$ cat config.mk
export PLATFORM = sky130hd
export DESIGN_NAME = uart_tx_frm
export DESIGN_NICKNAME = d
export VERILOG_FILES = /design/src/rtl/uart_tx_frm.sv
export SDC_FILE = /design/constraint.sdc
export NUM_CORES = 1
export LEC_CHECK = 0
export ABC_CLOCK_PERIOD_IN_PS = 4250
export CAP_MARGIN = 20
export CORE_AREA = 10 10 120 122
export CTS_CLUSTER_DIAMETER = 40
export DETAILED_ROUTE_END_ITERATION = 10
export DIE_AREA = 0 0 130 132
export HOLD_SLACK_MARGIN = 0.15
export PLACE_DENSITY = 0.59
export SETUP_SLACK_MARGIN = 0.2
export SYNTH_ARGS = -nofsm -noshare
export SYNTH_HDL_FRONTEND = slang
export SYNTH_SLANG_ARGS = --single-unit
$ cat constraint.sdc
create_clock -name clk_sys -period 4.25 [get_ports clk_sys]
set_clock_uncertainty 0.15 [all_clocks]
set_input_delay 0.6375 -clock clk_sys [delete_from_list [all_inputs] [get_ports clk_sys]]
set_output_delay 0.6375 -clock clk_sys [all_outputs]
set_load 0.1 [all_outputs]
$ cat src/rtl/uart_tx_frm.sv
// FIFO-buffered UART frame transmitter.
// Run-time period, parity and stop count are latched per frame.
module uart_tx_frm #(
    parameter int DW        = 8,
    parameter int DEPTH     = 4,
    parameter int MSB_FIRST = 1,
    parameter int TW        = 20
) (
    input  logic          clk_sys,
    input  logic          rst_n,
    input  logic          fire_tx,
    input  logic [DW-1:0] data_tx,
    input  logic [TW-1:0] tbit_period,
    input  logic [1:0]    par_mode,
    input  logic          stop2,
    output logic          tx,
    output logic          done_tx,
    output logic          busy,
    output logic          full,
    output logic          ovf
);

    localparam int AW = $clog2(DEPTH);
    localparam int CW = AW + 1;
    localparam int IW = $clog2(DW);

    typedef enum logic [2:0] {
        IDLE, START, DATA, PARITY, STOP1, STOP2, DONE
    } state_t;

    state_t        state;
    logic [DW-1:0] mem [DEPTH];
    logic [AW-1:0] wr_ptr;
    logic [AW-1:0] rd_ptr;
    logic [CW-1:0] count;
    logic [TW-1:0] cnt;
    logic [TW-1:0] per_q;
    logic [IW-1:0] bit_idx;
    logic [DW-1:0] sh;
    logic [DW-1:0] head;
    logic [1:0]    par_q;
    logic          stop2_q;
    logic          par_bit;
    logic          pop;
    logic          push;
    logic          finish_bit;
    logic          par_en;

    assign head       = mem[rd_ptr];
    assign pop        = (state == IDLE || state == DONE) && count != '0;
    assign full       = count == CW'(DEPTH);
    assign push       = fire_tx && (!full || pop);
    assign finish_bit = cnt == per_q - TW'(1);
    assign par_en     = par_q == 2'd1 || par_q == 2'd2;
    assign busy       = state != IDLE || count != '0;
    assign done_tx    = state == DONE;

    always_comb begin
        tx = 1'b1;
        unique case (state)
            START:   tx = 1'b0;
            DATA:    tx = (MSB_FIRST != 0) ? sh[DW-1] : sh[0];
            PARITY:  tx = par_bit;
            default: tx = 1'b1;
        endcase
    end

    // Storage only; emptiness is tracked by the reset pointers and count.
    always_ff @(posedge clk_sys) begin
        if (push)
            mem[wr_ptr] <= data_tx;
    end

    always_ff @(posedge clk_sys or negedge rst_n) begin
        if (!rst_n) begin
            state   <= IDLE;
            cnt     <= '0;
            bit_idx <= '0;
            sh      <= '0;
            per_q   <= TW'(1);
            par_q   <= 2'd0;
            stop2_q <= 1'b0;
            par_bit <= 1'b0;
            wr_ptr  <= '0;
            rd_ptr  <= '0;
            count   <= '0;
            ovf     <= 1'b0;
        end else begin
            ovf <= fire_tx && !push;
            if (push)
                wr_ptr <= wr_ptr + AW'(1);
            if (pop)
                rd_ptr <= rd_ptr + AW'(1);
            unique case ({push, pop})
                2'b10:   count <= count + CW'(1);
                2'b01:   count <= count - CW'(1);
                default: count <= count;
            endcase

            if (state != IDLE && state != DONE)
                cnt <= finish_bit ? '0 : cnt + TW'(1);

            unique case (state)
                IDLE, DONE: begin
                    cnt     <= '0;
                    bit_idx <= '0;
                    if (pop) begin
                        state   <= START;
                        sh      <= head;
                        per_q   <= (tbit_period == '0) ? TW'(1)
                                                       : tbit_period;
                        par_q   <= par_mode;
                        stop2_q <= stop2;
                        par_bit <= (^head) ^ (par_mode == 2'd2);
                    end else begin
                        state <= IDLE;
                    end
                end
                START:
                    if (finish_bit)
                        state <= DATA;
                DATA:
                    if (finish_bit) begin
                        if (bit_idx == IW'(DW - 1)) begin
                            bit_idx <= '0;
                            state   <= par_en ? PARITY : STOP1;
                        end else begin
                            bit_idx <= bit_idx + IW'(1);
                            if (MSB_FIRST != 0)
                                sh <= {sh[DW-2:0], 1'b0};
                            else
                                sh <= {1'b0, sh[DW-1:1]};
                        end
                    end
                PARITY:
                    if (finish_bit)
                        state <= STOP1;
                STOP1:
                    if (finish_bit)
                        state <= stop2_q ? STOP2 : DONE;
                STOP2:
                    if (finish_bit)
                        state <= DONE;
                default:
                    state <= IDLE;
            endcase
        end
    end

endmodule

* Word-level counts from Yosys, hierarchy flattened
Memory sizes are Yosys's and may differ from the RTL's.
Index checks and enable logic that the tools add are counted.
** Storage, ports and cells
- Register bits :: 66
- Bits in latches :: 0
- Bits in writable memories :: 32
- ROM bits :: 0
- Bits of input ports :: 34
- Output and inout bits :: 5
- Logic and storage cells :: 92
- Memories kept :: 1
** Memories
- mem :: words 4, bits a word 8, read ports 1, clocked after Yosys merged registers in 0, write ports 1, line 32 : logic [DW-1:0] mem [DEPTH];
** Operators by class
- Add/subtract/negate cells :: 7
- $mul :: 0
- Divide/modulo/power cells :: 0
- Order comparisons :: 0
- Eq/ne operators :: 23
- Shifts and indexed selects :: 0
- Multiplexer cells :: 25
- Bitwise operators :: 1
- Reductions and logical operators :: 23
** Operator list (number)
- $mux 20 :: 4
- $mux 3 :: 9
- $mux 8 :: 3
- $add 20x1->20 const B :: 1
- $eq 20x20->1 :: 1
- $logic_not 20->1 :: 1
- $sub 20x1->20 const B :: 1
- $pmux 3 s6 :: 1
- $ne 2x2->1 const B :: 8
- $pmux 8 s2 :: 1
- $eq 3x3->1 const B :: 5
- $pmux 3 s2 :: 2
- $reduce_xor 8->1 :: 1
- $add 3x1->3 const B :: 2
- $eq 2x2->1 const B :: 3
- $eq 3x2->1 const B :: 2
- $reduce_and 6->1 :: 1
- $reduce_bool 2->1 :: 3
- $reduce_bool 3->1 :: 2
- $add 2x1->2 const B :: 2
- $eq 2x1->1 const B :: 2
- $logic_and 1x1->1 :: 4
- $logic_or 1x1->1 :: 4
- $reduce_and 2->1 :: 2
- 11 further kinds :: 14

* Depth between registers and ports, before layout
Gate-level depths: netlist (run 1).
- Depth in word-level cells :: 7
- Depth in mapped cells :: 13
- Gate-level depth less buffers :: 10

* Worst setup path before layout (run 1)
Ideal clock, no wire load.
- Path type :: reg-to-output
- From :: reg state[1]
- To :: out done_tx
- Data arrival time :: 2.806 ns
- Required time :: 3.462 ns
- Path slack :: 0.656 ns
- Cell stages (with the launch flop) :: 4
- Path buffers :: 1
- Path through :: dfrtp_1 clkbuf_1 inv_1 nor3_1
** On the way
- Cells in the longest elaborated chain, start to end :: 1
** RTL lines
- start: declaration :: line 31 : state_t state;
- start signal: assignment :: line 126 : state <= par_en ? PARITY : STOP1;
- start signal: assignment :: line 140 : state <= stop2_q ? STOP2 : DONE;
- $eq 3x3->1 :: line 56 : assign done_tx = state == DONE;
- end: declaration :: line 17 : output logic done_tx,
No other way between the ends.

* Final worst setup path (run 1)
- From :: reg per_q[1]
- To :: reg cnt[9]
** On the way
- Cells in the longest elaborated chain, start to end :: 5
** RTL lines
- start: declaration :: line 37 : logic [TW-1:0] per_q;
- start signal: assignment :: line 110 : per_q <= (tbit_period == '0) ? TW'(1)
- $sub 20x1->20 :: line 53 : assign finish_bit = cnt == per_q - TW'(1);
- $eq 20x20->1 :: line 53
- $mux 20 :: line 101 : cnt <= finish_bit ? '0 : cnt + TW'(1);
- $mux 20 :: line 100 : if (state != IDLE && state != DONE)
- $mux 20 :: line 103 : unique case (state)
- end signal: assignment :: line 101
- end: declaration :: line 36 : logic [TW-1:0] cnt;
No other way between the ends. The select of a mux whose other input is x is not followed.
A chain may end at the register's enable or synchronous reset.

==> results of run 1 <==
-- power by group --
group / total (mW) / switching [mW] / internal, mW / leakage [nW]
registers: 1.64 / 0.363 / 1.28 / 1.12
clock network: 0.774 / 0.369 / 0.406 / 0.134
logic: 2.00 / 1.15 / 0.850 / 1.25
total: 4.42 / 1.88 / 2.54 / 2.51
-- cells in the final DEF, fill, tap and decap left out, drive strengths merged, types with 11 or more instances in the layout --
cell type      Yosys  final
nand2            108    108
dfrtp             65     65
nor2              45     45
xnor2             38     38
clkdlybuf4s50      0     36
edfxtp            32     32
o21ai             20     20
xor2              19     19
inv               15     19
nor3              17     17
and3              11     11
-- state kept, by name (all words and copies together), names as in the netlist, 2 cells and up --
name     cells
count        3
sh           8
par_q        2
bit_idx      3
state        3
rd_ptr       2
cnt         20
wr_ptr       2
per_q       20
mem         32
-- layer usage --
| metal | wire length, um | GRT usage [%] |
|---|---|---|
| met1 | 5200 | 18.7 |
| met2 | 5910 | 23.5 |
| met3 | 517 | 2.82 |
| met4 | 299 | 6.31 |
| met5 | 0 | 0 |
-- how the worst max path moves through the flow --
stage	endpoint	slack [ns]	cells past startpoint
floorplan	done_tx	0.66	3
global placement	cnt[12]$_DFF_PN0_	0.79	11
detailed placement	cnt[9]$_DFF_PN0_	0.68	11
CTS	cnt[9]$_DFF_PN0_	0.66	11
global route	cnt[6]$_DFF_PN0_	0.29	11
finish	cnt[9]$_DFF_PN0_	0.65	11
-- Yosys cell counts (2+ instances only) --
master and count:
or3_1 8, nor2_1 45, a22oi_1 2, or4_4 2, xnor2_1 38, a221oi_1 2, edfxtp_1 32, or2_2 2
buf_2 2, nor2b_1 7, nand4_1 8, and2_1 3, buf_4 2, inv_1 15, o22ai_1 2, mux2_4 2
dfrtp_1 65, mux4_2 8, and3_1 11, a31oi_1 5, o2111ai_1 3, nor3_1 16, mux2_2 7, nand2_1 107
o31ai_1 4, o21ai_0 18, clkbuf_1 17, nor4_1 8, nand3_1 10, ha_1 10, a21oi_1 8, nand2b_1 2
xor2_1 19, mux2i_1 3, o211ai_1 4
-- worst max-delay path: cells and delay by family, from the launching register on --
kind            cells  cell delay [ns]
buf+inv             2             0.33
fa+ha+maj           1             0.37
compound gates      2             0.37
simple gates        6             1.82
flops               1             0.42
-- final cells by class --
cell class	count	area, um^2
inverter	15	56.3
multi-input combinational	389	2510
clock inverter	6	48.8
timing repair buffer	46	433
fill	1142	5840
tap	147	184
sequential	98	2610
clock buffer	10	229
-- logic make-up after synthesis --
family / count (synthesis) / share of synthesized area [%]
AOI/OAI and AO/OA: 61 / 7.77
xor gates and xnor gates: 57 / 9.45
adders and majority gates: 11 / 2.75
buffers and inverters: 38 / 3.03
DFF: 98 / 49.5
muxes: 20 / 6.04
and+or+nand+nor: 240 / 21.5
-- metrics by stage --
stage	cells	total power, mW	hold WS, ns	util, %	worst slack (ns)
after floorplan	525	3.15	0.192	-	0.656
after global placement	695	3.64	0.331	48.6	0.786
after detailed placement	695	3.67	0.339	48.6	0.682
after CTS	711	4.46	0.247	51.0	0.657
after global routing	711	4.79	0.282	51.0	0.290
final	711	4.42	0.229	51.0	0.654
==> metrics.txt, run 1 <==
Die Span Y=132 um; Reg-to-Reg End=cnt[9]$_DFF_PN0_; # rows=40; First DRT Iteration DRCs=278; Crit Path Class=flop to flop; H-tree depth=3; DRT antenna net count=0; worst-path maximum fanout=14; worst r2r src=per_q[1]$_DFFE_PN0P_; wire per inst=16.8 um; WP data arrival=3.68 ns; f_max=278 MHz; post-synthesis cell type count=63; setup TNS=0 ns; Syn Area/Cell=10.1 um^2; status=finished, final reports clean; clk root buf=clkbuf_16; Min-Delay Path Class=primary input to async pin; final wirelength=11900 um; number of global-route vias before repair=3882; hold_buf cts=0; Synth Cell Area=5280 um^2; cts repair resizes=0; ANT cells=0; element type at the critical path end=flop; largest cells by area after synthesis=dfrtp_1 31%, edfxtp_1 18%, nand2_1 7.6%; total CTS buffers=9; CTS max path bufs=2; first-pass GRT wire length=20200 um; crit path time final=3.60 ns; CP required=4.33 ns; fin. max-slew vios=0; routed vias/inst=5.50; number of max-cap violations=0; CTS tree=done; dominant synthesized flop cell=dfrtp_1; PortBufs=38; Num Clock Sinks=98; slowest CP cell=nor4b_2; Final Setup Violations=0; total grt overflow=0; first drt pass iteration count=5; PwrDens=728 nW/um^2; clk slew on worst S/H paths=0.07 ns; Seq/Total Area, Yosys=49.5%; Syn Inst Count=525; Least-Margin Pin Slew=0.994 ns; initial antenna violation count=0; layout cells sized above 1=9.22%; Post-CTS Setup Repair Bufs=0; reg2reg path depth=11; VDD IR-drop max=0.000489 V; largest net degree at the start of global routing=35; drt drc=0; Die W=130 um; placed cell areas=5790 um^2; Yosys top cell area share=30.8%; Initial Util=44.3%; RSZ-0062 raised after global routing=no; RePlAce Congestion=0.884; ratio of final minimum period to clock period=84.6%; share of synthesized registers carrying an async set or reset=67.3%; total vias in the final route=3914; HPWL after detailed placement=8890 um; I/O pin cnt=39; startpoint types=flop; Yosys top cell by area=dfrtp_1; Final Cell Area=6070 um^2; Fin. Hold Viols=0; Core Region=11900 um^2; Leak=2.51 nW; yosys warns=0; relative slew slack=33.5%; Overall Global Routing Usage=14.7%; worst skew pair latency=0.34 ns; die footprint=17200 um^2; P&R area growth vs syn=15.0%; # nets final=604; flops & latches, synth=98; crit path launch=per_q[1]$_DFFE_PN0P_; crit-path max cell delay=0.51 ns; Post-Synthesis Net Count=570; Critical Path, Cell by Cell=inv_1 > ha_1 > nor4b_2 > nand4_1 > a211oi_1 > a31oi_1 > nor4_1 > and4b_1 > or2_1 > buf_4 > nor2_1; setup slack, reg-to-reg=0.65 ns; EDFF count, synth=32
Power figures use the tool's default switching activity.
==> run 2, diff against run 1 <==
--- a/config.mk
+++ b/config.mk
@@ -5,7 +5,7 @@
 export SDC_FILE = /design/constraint.sdc
 export NUM_CORES = 1
 export LEC_CHECK = 0
-export ABC_CLOCK_PERIOD_IN_PS = 4250
+export ABC_CLOCK_PERIOD_IN_PS = 3500
 export CAP_MARGIN = 20
 export CORE_AREA = 10 10 120 122
 export CTS_CLUSTER_DIAMETER = 40
==> constraint.sdc (replaced) <==
create_clock -name clk_sys -period 3.5 [get_ports clk_sys]
set_clock_uncertainty 0.15 [all_clocks]
set_input_delay 0.525 -clock clk_sys [delete_from_list [all_inputs] [get_ports clk_sys]]
set_output_delay 0.525 -clock clk_sys [all_outputs]
set_load 0.1 [all_outputs]
==> run 2 against run 1 <==
  * Die area unchanged
  * Wire length increased by 0.48%
  * Critical path depth decreased by 3
  * Design area increased by 1.1%
  * Utilization increased by 0.58 points
  * Clock power increased by 27%
  * Combinational power increased by 25%
  * Critical path type unchanged
  * Largest cell class unchanged
==> metrics.txt, run 2 (synthesized netlist as in run 1, its figures left out) <==
HPWL after detailed placement=8810 um (-0.89%); Core Region=11900 um^2 (unchanged); initial antenna violation count=0 (unchanged); CP delay by family, top=simple AND/OR/NAND/NOR gates; DRT antenna net count=0 (unchanged); RSZ-0062 raised after global routing=no; H-tree depth=3 (unchanged); RePlAce Congestion=0.859 (-2.8%); PortBufs=38 (unchanged); Final Setup Violations=0 (unchanged); number of max-cap violations=0 (unchanged); most frequent cells in the layout=107 x nand2_1, 65 x dfrtp_1, 45 x nor2_1; most common cell after layout, fill and taps aside=nand2_1; Die Span Y=132 um (unchanged); status=finished, final reports clean; Overall Global Routing Usage=14.7% (+0.062 points); CTS tree=done; Crit Path Class=flop to flop; # nets final=610 (+0.99%); Least-Margin Pin Slew=0.985 ns (-0.00926 ns); Reg with most FFs=mem; first-pass GRT wire length=20100 um (-0.58%); worst skew pair latency=0.36 ns (+0.02 ns); P&R area growth vs syn=16.3%; total CTS buffers=9 (unchanged); worst-path maximum fanout=8 (-6); fin. max-slew vios=0 (unchanged); ratio of final minimum period to clock period=89.7% (+5.1 points); drt drc=0 (unchanged); Min Hold Slack=0.194 ns (-0.0347 ns); # rows=40 (unchanged); die footprint=17200 um^2 (unchanged); element type at the critical path end=flop; Min-Delay Path Class=primary input to async pin; total vias in the final route=3850 (-1.6%); Post-CTS Setup Repair Bufs=0 (unchanged); WP data arrival=3.23 ns (-0.45 ns); largest net degree at the start of global routing=67 (+91%); crit path time final=3.14 ns (-0.458 ns); First DRT Iteration DRCs=190 (-32%); Num Clock Sinks=98 (unchanged); wire per inst=16.7 um (-0.36%); total power=5.45 mW (+23%); PwrDens=887 nW/um^2 (+22%); Initial Util=44.3% (unchanged); I/O pin cnt=39 (unchanged); clk root buf=clkbuf_16; first drt pass iteration count=4 (-1); Leak=2.55 nW (+1.6%); routed vias/inst=5.37 (-2.5%); worst path bufs/invs=0 (-2); layout cells sized above 1=11.6% (+2.4 points); Critical Path, Cell by Cell=or4_4 > or3_1 > a211oi_1 > a31oi_1 > nor4b_1 > nand2_1 > o21ai_4 > mux2_2; VDD IR-drop max=0.000544 V (+11%); CTS max path bufs=2 (unchanged); startpoint types=flop; number of global-route vias before repair=3885 (+0.077%); f_max=319 MHz (+15%); Die W=130 um (unchanged); final wirelength=12000 um (+0.48%); total grt overflow=0 (unchanged); setup TNS=0 ns (unchanged); biggest registers after layout=mem: 32 flops, cnt: 20 flops, per_q: 20 flops; Fin. Hold Viols=0 (unchanged); crit-path max cell delay=0.56 ns (+0.05 ns); Layout Utilization=51.6% (+0.58 points); slowest CP cell=or4_4; relative slew slack=34.1% (+0.62 points); clk slew on worst S/H paths=0.07 ns (about the same); ANT cells=0 (unchanged); max reg flops=32 (unchanged); CP required=3.59 ns (-0.74 ns)
-- run 2: cell count changes in the layout (fill, tap and decap cells not counted), moves of 2 or more --
cell             before  now
buf_4                 9   18
clkdlybuf4s50_1      36   33
inv_6                 4    1
clkinvlp_4            0    2
inv_8                 0    2
-- run 2: per-layer routing --
| layer | vias up | global-route usage, % | wire, um | share of wire (%) |
|---|---|---|---|---|
| met5 | - | 0 | 0 | 0 |
| met4 | 0 | 5.44 | 195 | 1.6 |
| met3 | 10 | 3.74 | 371 | 3.1 |
| met2 | 57 | 24.2 | 6120 | 51 |
| met1 | 1877 | 18.1 | 5310 | 44 |
| li1 | 1906 | - | - | - |
-- run 2: worst paths after layout --
check | end | slack (ns) | cells past startpoint | start
min | per_q[10]$_DFFE_PN0P_ | 0.19 | 2 | rst_n
max in group asynchronous | wr_ptr[1]$_DFFE_PN0P_ | 2.43 | 2 | rst_n
max reg2reg | sh[2]$_DFFE_PN0P_ | 0.36 | 8 | per_q[12]$_DFFE_PN0P_
min in group clk_sys | par_bit$_DFFE_PN0P_ | 0.34 | 2 | par_bit$_DFFE_PN0P_
min reg2reg | par_bit$_DFFE_PN0P_ | 0.34 | 2 | par_bit$_DFFE_PN0P_
max | sh[2]$_DFFE_PN0P_ | 0.36 | 8 | per_q[12]$_DFFE_PN0P_
-- run 2: what timing repair did --
action	4_1_cts	5_1_grt
hold buffers	0	0
resized for setup	0	3
endpoints found under the setup margin	0	31
-- run 2: layout make-up --
cell class              count  area, um^2
clock buffers               9         225
inverters                  15        56.3
clock inverters             7        71.3
fillers                  1100        5770
multi-input cells         389        2520
well taps                 147         184
flip-flops and latches     98        2610
repair buffers             52         470
-- run 2: power by group --
part / switching, mW / leakage [nW] / internal, mW
sequential: 0.409 / 1.12 / 1.56
clock: 0.481 / 0.139 / 0.502
combinational: 1.43 / 1.28 / 1.07
-- run 2: worst register-to-register path, stage by stage, from the launching register on --
cell      delay [ns]
dfrtp_1         0.44
or4_4           0.56
or3_1           0.35
a211oi_1        0.23
a31oi_1         0.10
nor4b_1         0.35
nand2_1         0.17
o21ai_4         0.28
mux2_2          0.37
-- run 2: metrics by stage --
step | setup slack, ns | instance area [um^2] | std cells
after floorplan | 0.232 | 5290 | 525
after global placement | 0.320 | 5840 | 701
after detailed placement | 0.246 | 5840 | 701
after CTS | 0.235 | 6130 | 717
after global routing | 0.202 | 6140 | 717
final | 0.362 | 6140 | 717
==> run 3, diff against run 2 <==
--- a/config.mk
+++ b/config.mk
@@ -11,7 +11,7 @@
 export CTS_CLUSTER_DIAMETER = 40
 export DETAILED_ROUTE_END_ITERATION = 10
 export DIE_AREA = 0 0 130 132
-export HOLD_SLACK_MARGIN = 0.15
+export HOLD_SLACK_MARGIN = 0.02
 export PLACE_DENSITY = 0.59
 export SETUP_SLACK_MARGIN = 0.2
 export SYNTH_ARGS = -nofsm -noshare
==> results of run 3 <==
Final layout, timing and power as in run 2 (identical DEF).
==> RTL edit (flow settings as in run 3) <==
Set the parameter `DEPTH` to 2 (it was 4).
--- a/src/rtl/uart_tx_frm.sv
+++ b/src/rtl/uart_tx_frm.sv
@@ -3,5 +3,5 @@
 module uart_tx_frm #(
     parameter int DW        = 8,
-    parameter int DEPTH     = 4,
+    parameter int DEPTH     = 2,
     parameter int MSB_FIRST = 1,
     parameter int TW        = 20
Function: changed (a bounded check fails within 4 cycles, from zero or initial values and one cycle with rst_n low).
==> RTL edit against run 3 <==
Setup slack worse by 0.22 ns; routed wire length down 13%; total power down 26%; sequential cell count down 19; final area down 11%; count of clock-buffer cells in the layout up 2; synthesized area down 17%.
==> RTL edit: results (changes against run 3) <==
status=completed (unchanged); H-tree levels=3 (unchanged); vias in the first global route=3440 (was 3885); IO buf count=38 (unchanged); hold slack=0.0211 ns (was 0.194 ns); highest routed layer=met4 (unchanged); biggest regs=cnt x20, per_q x20, mem x16 (was mem x32, cnt x20, per_q x20); sequential cell area fraction in the yosys report=46.8% (was 49.5%); Area contributors post-synth=dfrtp_1, edfxtp_1, mux2_2, xor2_1, xnor2_1 (was dfrtp_1, edfxtp_1, nand2_1, xnor2_1, mux4_2); Place WS=0.00731 ns (was 0.246 ns); Critical Path AT=3.46 ns (was 3.23 ns); worst vdd ir=0.476 mV (was 0.544 mV); slowest cell on the critical path=or4_4 (unchanged); initial antenna violation count=0 (unchanged); count of cell types in the netlist=56 (was 63); Ys Warns=0 (unchanged); DR WL met2=5360 µm (was 6120 µm); max_slew headroom=34.6% (was 34.1%); post-synth net total=475 (was 570); post-layout minimum cycle time=3.36 ns (was 3.14 ns); initial drt markers=239 (was 190); largest fanout on the critical path=6 (was 8); largest net degree at the start of global routing=25 (was 67); Clock Path Buffers=2 (unchanged); most frequent cells after synthesis=dfrtp_1, nor2_1, nand2_1 (was nand2_1, dfrtp_1, nor2_1); Synth area leader=dfrtp_1 (unchanged); Post-synth EDFFs=16 (was 32); final weighted congestion in routability-driven placement=0.869 (was 0.859); Worst Setup EP=state[1] (was sh[2]); Worst-Skew Late Latency=0.34 ns (was 0.36 ns); HP Class=primary input to async pin (unchanged); Leak=0.00224 µW (was 0.00255 µW); All-Layer GR Usage=12.4% (was 14.7%); DR vias/cell=5.27 (was 5.37); Worst R2R Path Depth=8 (unchanged); ratio of cells with drive above 1 in the final layout=20.4% (was 11.6%); Met1 Wirelength=4550 µm (was 5310 µm); CTS Buf Count=9 (unchanged); critical path's largest stage delay=0.55 ns; Final Net Count=531 (was 610); WL met3=360 µm (was 371 µm); dpl hpwl=7930 µm (was 8810 µm); final WL=10400 µm (was 12000 µm); Reg clk slew, reported paths=0.06 ns; ant diodes=0 (unchanged); Setup crit end kind=flip-flop (unchanged); Setup Crit Path Kind=flip-flop to flip-flop (unchanged); fillers=1142 (was 1100); first-pass GRT wire length=17000 µm (was 20100 µm); drt pass-1 iters=4 (unchanged); reg2reg start=per_q[8] (was per_q[12]); CTS Root Cell=clkbuf_16 (unchanged); Async SR Flop Fraction=79.7% (was 67.3%)
## RTL edit: cell types whose count changed after synthesis, sizes merged, moves of 8 or more
cell,delta
edfxtp,-16
mux2,+19
mux2i,+14
mux4,-8
nand2,-75
nor2,+8
nor3,-11
xnor2,-14
## RTL edit: repair_timing
action / in CTS / in global routing
gates resized for setup: 4 / 20
setup endpoints to repair: 34 / 34
endpoints found under the hold margin: 0 / 0
setup buffers: 2 / 2
pin swaps: 2 / 12
## RTL edit: cells by family after synthesis
logic type,Yosys count,synth area share [%]
AOI/OAI and AO/OA,61,8.98
xor gates and xnor gates,50,9.95
adders and majority gates,6,1.71
buffers and inverters,36,3.44
DFF,79,46.8
muxes,45,11.0
and+or+nand+nor,158,18.1
## RTL edit: metal layers
layer / vias to the layer above / global-route usage, %
li1: 1657 / -
met1: 1650 / 14.7
met2: 65 / 20.8
met3: 14 / 3.02
met4: 0 / 4.56
met5: - / 0
## RTL edit: power by group
group	switching, µW	total [µW]	internal (µW)
logic	854	1660	805
clock network	376	856	481
registers	265	1500	1240
total	1490	4020	2520
## RTL edit: worst min path at each step
stage,start,end,cells past startpoint
floorplan,rst_n,bit_idx[0],0
global placement,wr_ptr,wr_ptr,1
detailed placement,wr_ptr,wr_ptr,1
CTS,rst_n,per_q[3],1
global route,rst_n,per_q[2],1
finish,rst_n,per_q[4],1
## RTL edit: final cells by class
cell class,instances,area (µm²),share of cell area (%)
multi-input combinational,320,2270,41.8
sequential,79,2060,37.8
inverter,14,52.6,0.965
timing repair buffer,67,609,11.2
clock inverter,5,33.8,0.621
tap,147,184,3.38
clock buffer,11,233,4.27
## RTL edit: worst max-delay path: cells and delay by family, from the launching register on
family / cells / cell delay (ns)
DFF: 1 / 0.37
AOI/OAI and AO/OA: 4 / 0.74
and+or+nand+nor: 4 / 2.02
## RTL edit: per-stage QoR
| stage | instance area [µm²] | util (%) | std cells | total power (µW) |
|---|---|---|---|---|
| final | 5440 | 45.7 | 643 | 4020 |
| after global routing | 5440 | 45.7 | 643 | 4290 |
| after CTS | 5360 | 45.0 | 641 | 4010 |
| after detailed placement | 5060 | 42.5 | 623 | 3130 |
| after global placement | 5060 | 42.5 | 623 | 3090 |
| after floorplan | 4410 | - | 435 | 2610 |
